--- config.mk ---
export PLATFORM = sky130hd
export DESIGN_NAME = mmio_pwm_bank
export DESIGN_NICKNAME = d
export VERILOG_FILES = /design/src/rtl/mmio_pwm_bank.sv
export SDC_FILE = /design/constraint.sdc
export NUM_CORES = 1
export LEC_CHECK = 0
export BUFFER_PORTS_ARGS = -buffer_cell sky130_fd_sc_hd__clkbuf_2
export CORE_UTILIZATION = 57
export DETAILED_ROUTE_END_ITERATION = 12
export GPL_TIMING_DRIVEN = 0
export PLACE_DENSITY = 0.88
export SLEW_MARGIN = 20
export SYNTH_ARGS = -nofsm -noshare
export SYNTH_HDL_FRONTEND = slang
export SYNTH_SLANG_ARGS = --single-unit
--- constraint.sdc ---
create_clock -name clk -period 3.45 [get_ports clk]
set_clock_uncertainty 0.2 [all_clocks]
set_input_delay 0.345 -clock clk [delete_from_list [all_inputs] [get_ports clk]]
set_output_delay 0.345 -clock clk [all_outputs]
set_load 0.1 [all_outputs]
--- src/rtl/mmio_pwm_bank.sv ---
// rtl/mmio_pwm_bank.sv - memory-mapped PWM bank with prescaler and double-buffered period/duty
// Claims a 256-byte window on the core store/load bus; shadows load into active at period boundaries.
module mmio_pwm_bank #(
  parameter int          NUM_CH     = 3,
  parameter int          PWM_W      = 8,
  parameter logic [31:0] BASE_ADDR  = 32'h0000_2000,
  parameter bit          ACTIVE_LOW = 1'b1
) (
  input  logic              clk,
  input  logic              rst_n,
  input  logic              write_mem,
  input  logic [2:0]        funct3,
  input  logic [31:0]       write_address,
  input  logic [31:0]       write_data,
  input  logic [31:0]       read_address,
  output logic [31:0]       read_data,
  output logic [NUM_CH-1:0] pwm_out
);

  typedef enum logic {ST_DISABLED, ST_RUNNING} state_t;

  state_t             r_state;
  logic [7:0]         r_presc;
  logic [7:0]         r_presc_cnt;
  logic [PWM_W-1:0]   r_cnt;
  logic [PWM_W-1:0]   r_period_sh;
  logic [PWM_W-1:0]   r_period_act;
  logic [PWM_W-1:0]   r_duty_sh  [NUM_CH];
  logic [PWM_W-1:0]   r_duty_act [NUM_CH];
  logic [NUM_CH-1:0]  r_pwm;
  logic [31:0]        r_read_data;

  logic               w_wr_en;
  logic [5:0]         w_wr_idx;
  logic               w_rd_hit;
  logic [5:0]         w_rd_idx;
  logic [31:0]        w_rd_val;
  logic               w_tick;
  logic               w_unused;

  assign w_wr_en  = write_mem && (write_address[31:8] == BASE_ADDR[31:8]) && (funct3 == 3'b010);
  assign w_wr_idx = write_address[7:2];
  assign w_rd_hit = (read_address[31:8] == BASE_ADDR[31:8]);
  assign w_rd_idx = read_address[7:2];
  assign w_tick   = (r_presc_cnt == r_presc);
  assign w_unused = ^{write_data, write_address[1:0], read_address[1:0]};

  // Readback always shows shadow values, never the active copies.
  always_comb begin
    w_rd_val = 32'd0;
    if (w_rd_hit) begin
      if (w_rd_idx == 6'd0) begin
        w_rd_val = {16'd0, r_presc, 7'd0, (r_state == ST_RUNNING)};
      end else if (w_rd_idx == 6'd1) begin
        w_rd_val = 32'(r_period_sh);
      end
      for (int i = 0; i < NUM_CH; i++) begin
        if (w_rd_idx == 6'(i + 2)) w_rd_val = 32'(r_duty_sh[i]);
      end
    end
  end

  always_ff @(posedge clk) begin
    if (!rst_n) begin
      r_state      <= ST_DISABLED;
      r_presc      <= 8'd0;
      r_presc_cnt  <= 8'd0;
      r_cnt        <= '0;
      r_period_sh  <= '1;
      r_period_act <= '1;
      for (int i = 0; i < NUM_CH; i++) begin
        r_duty_sh[i]  <= '0;
        r_duty_act[i] <= '0;
      end
      r_pwm        <= {NUM_CH{ACTIVE_LOW}};
    end else begin
      if (w_wr_en && (w_wr_idx == 6'd0)) begin
        r_state <= write_data[0] ? ST_RUNNING : ST_DISABLED;
        r_presc <= write_data[15:8];
      end
      if (w_wr_en && (w_wr_idx == 6'd1)) r_period_sh <= write_data[PWM_W-1:0];
      for (int i = 0; i < NUM_CH; i++) begin
        if (w_wr_en && (w_wr_idx == 6'(i + 2))) r_duty_sh[i] <= write_data[PWM_W-1:0];
      end

      case (r_state)
        ST_DISABLED: begin
          r_cnt        <= '0;
          r_presc_cnt  <= 8'd0;
          r_period_act <= r_period_sh;
          r_duty_act   <= r_duty_sh;
        end
        ST_RUNNING: begin
          if (w_tick) begin
            r_presc_cnt <= 8'd0;
            if (r_cnt == r_period_act) begin
              r_cnt        <= '0;
              r_period_act <= r_period_sh;
              r_duty_act   <= r_duty_sh;
            end else begin
              r_cnt <= r_cnt + 1'b1;
            end
          end else begin
            r_presc_cnt <= r_presc_cnt + 8'd1;
          end
        end
        default: r_state <= ST_DISABLED;
      endcase

      // Duty above the active period compares true for every count, giving 100% on.
      for (int i = 0; i < NUM_CH; i++) begin
        r_pwm[i] <= ((r_state == ST_RUNNING) && (r_cnt < r_duty_act[i])) ^ ACTIVE_LOW;
      end
    end
  end

  always_ff @(posedge clk) begin
    if (!rst_n) r_read_data <= 32'd0;
    else        r_read_data <= w_rd_val;
  end

  assign read_data = r_read_data;
  assign pwm_out   = r_pwm;

endmodule

==> parameters.txt <==
Parameter                              Value

Synthesis
  Main combinational cell family by area after synthesis ... simple AND/OR/NAND/NOR gates
  Post-Synth XOR/XNOR Area ... 3.72%
  Post-synth ARST share ... 0%
  Synthesized-area fraction occupied by adder cells ... 5.56%
  Synth cell types ... 45
  Post-Syn Area ... 5170 um2
  Fraction of synthesized area in multiplexers ... 8.34%
  Count of flip-flops with a built-in enable after synthesis ... 0
  Prevailing post-synth register cell ... dfxtp_1
  Share of synthesized area occupied by flip-flops and latches ... 41.8%
  Flip-flop and latch count after synthesis ... 108
  Syn. warnings ... 0
  Post-synthesis compound-gate area fraction ... 10.6%
  Synthesized area per cell ... 9.24 um2
  Instance count of the mapped netlist ... 560
  Area fraction in and, or, nand and nor cells after synthesis ... 23.9%

GRT
  Number of antenna violations at the first check in global routing ... 0
  Total Routing Usage GR ... 28.0%
  Layer carrying the most global-route usage ... met2
  Global routing usage on met3 ... 5.11%
  Pin count of the biggest net entering global routing ... 20
  Global routing met2 resource utilization ... 46.4%
  Met1 Usage GRT ... 35.4%
  First-pass GRT wire length ... 21000 um
  Global route total overflow ... 0
  Number of global-route vias before repair ... 4411

Clock network
  TritonCTS clock tree ... done
  H-tree depth ... 3
  CTS Root Buffer Type ... clkbuf_8
  Clock buffer depth ... 2
  Clock latency on the worst-skew pair ... 0.38 ns
  Number of post-CTS setup repair buffers ... 0
  Number of buffers inserted during clock tree synthesis ... 9
  Clock-pin slew on the worst setup and hold paths ... 0.11 ns
  Number of sinks handled by clock tree synthesis ... 108
  Gates resized, CTS repair ... 0

Route
  Post-DR vias/cell ... 5.68
  Number of search-and-repair iterations in the first detailed-routing pass ... 5
  Number of design rule violations left after detail routing ... 0
  Number of antenna-violating nets in the routed design ... 0
  Total wire length after detailed routing ... 12900 um
  Routed WL per cell ... 16.0 um
  Total via count after detailed routing ... 4561
  Iteration-0 DRC Markers ... 339

Placed design
  Port Buffers ... 97
  Detail Placement HPWL ... 9860 um
  Routability-driven placement congestion ratio ... 0.918

Die
  CORE AREA ... 8760 um2
  Top-level port count ... 137
  Row cnt ... 34
  Die area ... 9460 um2
  Initial cell density of the core ... 59.1%
  Die height ... 97.3 um
  Width of the die ... 97.3 um

Worst setup path
  Arrival time of data at the critical path endpoint ... 2.76 ns
  Kind of capture point of the worst setup path ... register
  Startpoint types ... register
  Worst setup startpoint ... r_cnt[4]
  Critical path start-end classification ... register to register
  Top fanout value on the critical path ... 10
  Req. time, crit path ... 3.50 ns
  Startpoint of the worst-slack reg-to-reg timing path ... r_cnt[4]

Timing
  Post-route setup TNS ... 0 ns
  Shortest period the worst path allows ... 2.71 ns
  Max-slew headroom ... 40.1%
  Least-Margin Pin Slew ... 0.892 ns
  Setup repair after global routing missed its margin ... no
  Number of pins exceeding their max-slew limit in the final report ... 0
  Fraction of the cycle the final worst path needs ... 78.6%
  Final setup violation count ... 0
  Fmax ... 369 MHz
  Number of endpoints with negative hold slack in the final report ... 0
  Worst hold slack after final layout ... 0.0168 ns

Run
  Max-cap viol count ... 0

Power and ir drop
  Switching pwr ... 0.604 mW
  Net Sw Frac ... 26.6%
  Power per cell area ... 369 nW/um2
  Internal power of the cells ... 1.66 mW
  Flop pwr share ... 54.9%
  Gate power share ... 9.4%
  Portion of total power attributed to the clock network ... 35.6%
  IR drop worst, VDD ... 174 uV
  LEAKAGE ... 2.44 nW

Cells and area
  Area growth from synthesis to layout ... 18.6%
  Number of antenna repair diodes ... 0
  Fraction of final layout cells with drive strength greater than 1 ... 23.0%
  Commonest non-fill, non-tap cells in the layout ... 108 x dfxtp_1, 97 x clkbuf_2, 55 x nand2_1
  Most common cell after layout, fill and taps aside ... dfxtp_1
  Number of nets in the final layout ... 815
  Fillers ... 654

Min path
  Worst Hold Launch ... write_data[11]
  Class of the worst hold path ... input port to register

Outcome
  Outcome ... completed
## state kept, by name (all words and copies together) (netlist names)
name          count
r_cnt             8
r_period_sh       8
r_duty_act       24
r_period_act      8
r_state           1
read_data        16
r_presc           8
pwm_out           3
r_duty_sh        24
r_presc_cnt       8
## per-stage QoR
step	cell area (um2)	setup WS (ns)	utilization [%]	total power, mW	std cells
2_1_floorplan	5230	1.32	-	1.41	575
3_3_place_gp	5850	0.899	66.8	1.48	780
3_5_place_dp	5860	0.841	66.8	1.48	780
4_1_cts	6130	0.806	70.0	2.26	803
5_1_grt	6140	0.610	70.1	2.34	803
6_report	6140	0.739	70.1	2.27	803
## area by class of cell
type | instances | area [um2] | share of cell area, %
sequential | 108 | 2160 | 35.2
clock inverter | 7 | 81.3 | 1.32
timing repair buffer | 104 | 556 | 9.05
multi-input combinational | 401 | 2770 | 45.1
inverter | 24 | 90.1 | 1.47
buffer | 42 | 223 | 3.63
clock buffer | 9 | 124 | 2.02
tap | 108 | 135 | 2.20
## cell families after synthesis
logic type | Yosys count
muxes | 41
other | 1
xor gates and xnor gates | 22
adders and majority gates | 23
and+or+nand+nor | 208
DFF | 108
buffers and inverters | 66
AOI/OAI and AO/OA | 91
## layer usage
metal  vias to the layer above  wire length (um)  part of all wire (%)
met5                         -                 0                     0
met1                      2102              5300                    41
met3                        36               916                   7.1
met4                         0               424                   3.3
met2                       231              6210                    48
li1                       2192                 -                     -
## power by group through the flow
| stage | combinational [mW] | clock, mW | sequential (mW) |
|---|---|---|---|
| 2_1_floorplan | 0.133 | 0 | 1.27 |
| 3_3_place_gp | 0.202 | 0 | 1.27 |
| 3_5_place_dp | 0.205 | 0 | 1.27 |
| 4_1_cts | 0.212 | 0.806 | 1.25 |
| 5_1_grt | 0.225 | 0.872 | 1.25 |
| 6_report | 0.214 | 0.808 | 1.25 |
## path summary, 6_finish.rpt
check	endpoint	slack (ns)	depth (start not counted)
setup / recovery	r_duty_act[20]	0.74	7
hold / removal	r_presc[3]	0.02	3
setup reg to reg	r_duty_act[20]	0.74	7
hold reg to reg	r_duty_act[1]	0.28	2
## Yosys cell counts, types with 6 or more instances
cell      count  area [um2]
a21oi_1      13        65.1
nor4_1        9        56.3
dfxtp_1     108        2160
or3_1         6        37.5
and2_1        9        56.3
nor2b_1      17         106
buf_4        16         120
nor2_1       22        82.6
clkbuf_1     19        71.3
mux2i_1      33         330
mux2_2        7        78.8
a22o_1        7        61.3
inv_1        24        90.1
a22oi_1       9        67.6
nand3_1      52         260
ha_1         23         288
o21ai_0      47         235
a21o_1        6        45.0
xnor2_1       9        78.8
xor2_1       13         114
nand2_1      55         206
## timing repair
action	in CTS	in global routing
endpoints found under the setup margin	0	0
hold endpoints to repair	7	0
hold buffers	7	0
## critical path, stage by stage, from the launching register on
cell	delay, ns
dfxtp_1	0.54
xor2_1	0.13
nor4_1	0.71
a41oi_1	0.26
buf_2	0.26
clkbuf_1	0.26
nand3_1	0.15
o21ai_0	0.08
No activity file was read; power rests on OpenSTA's default activity.
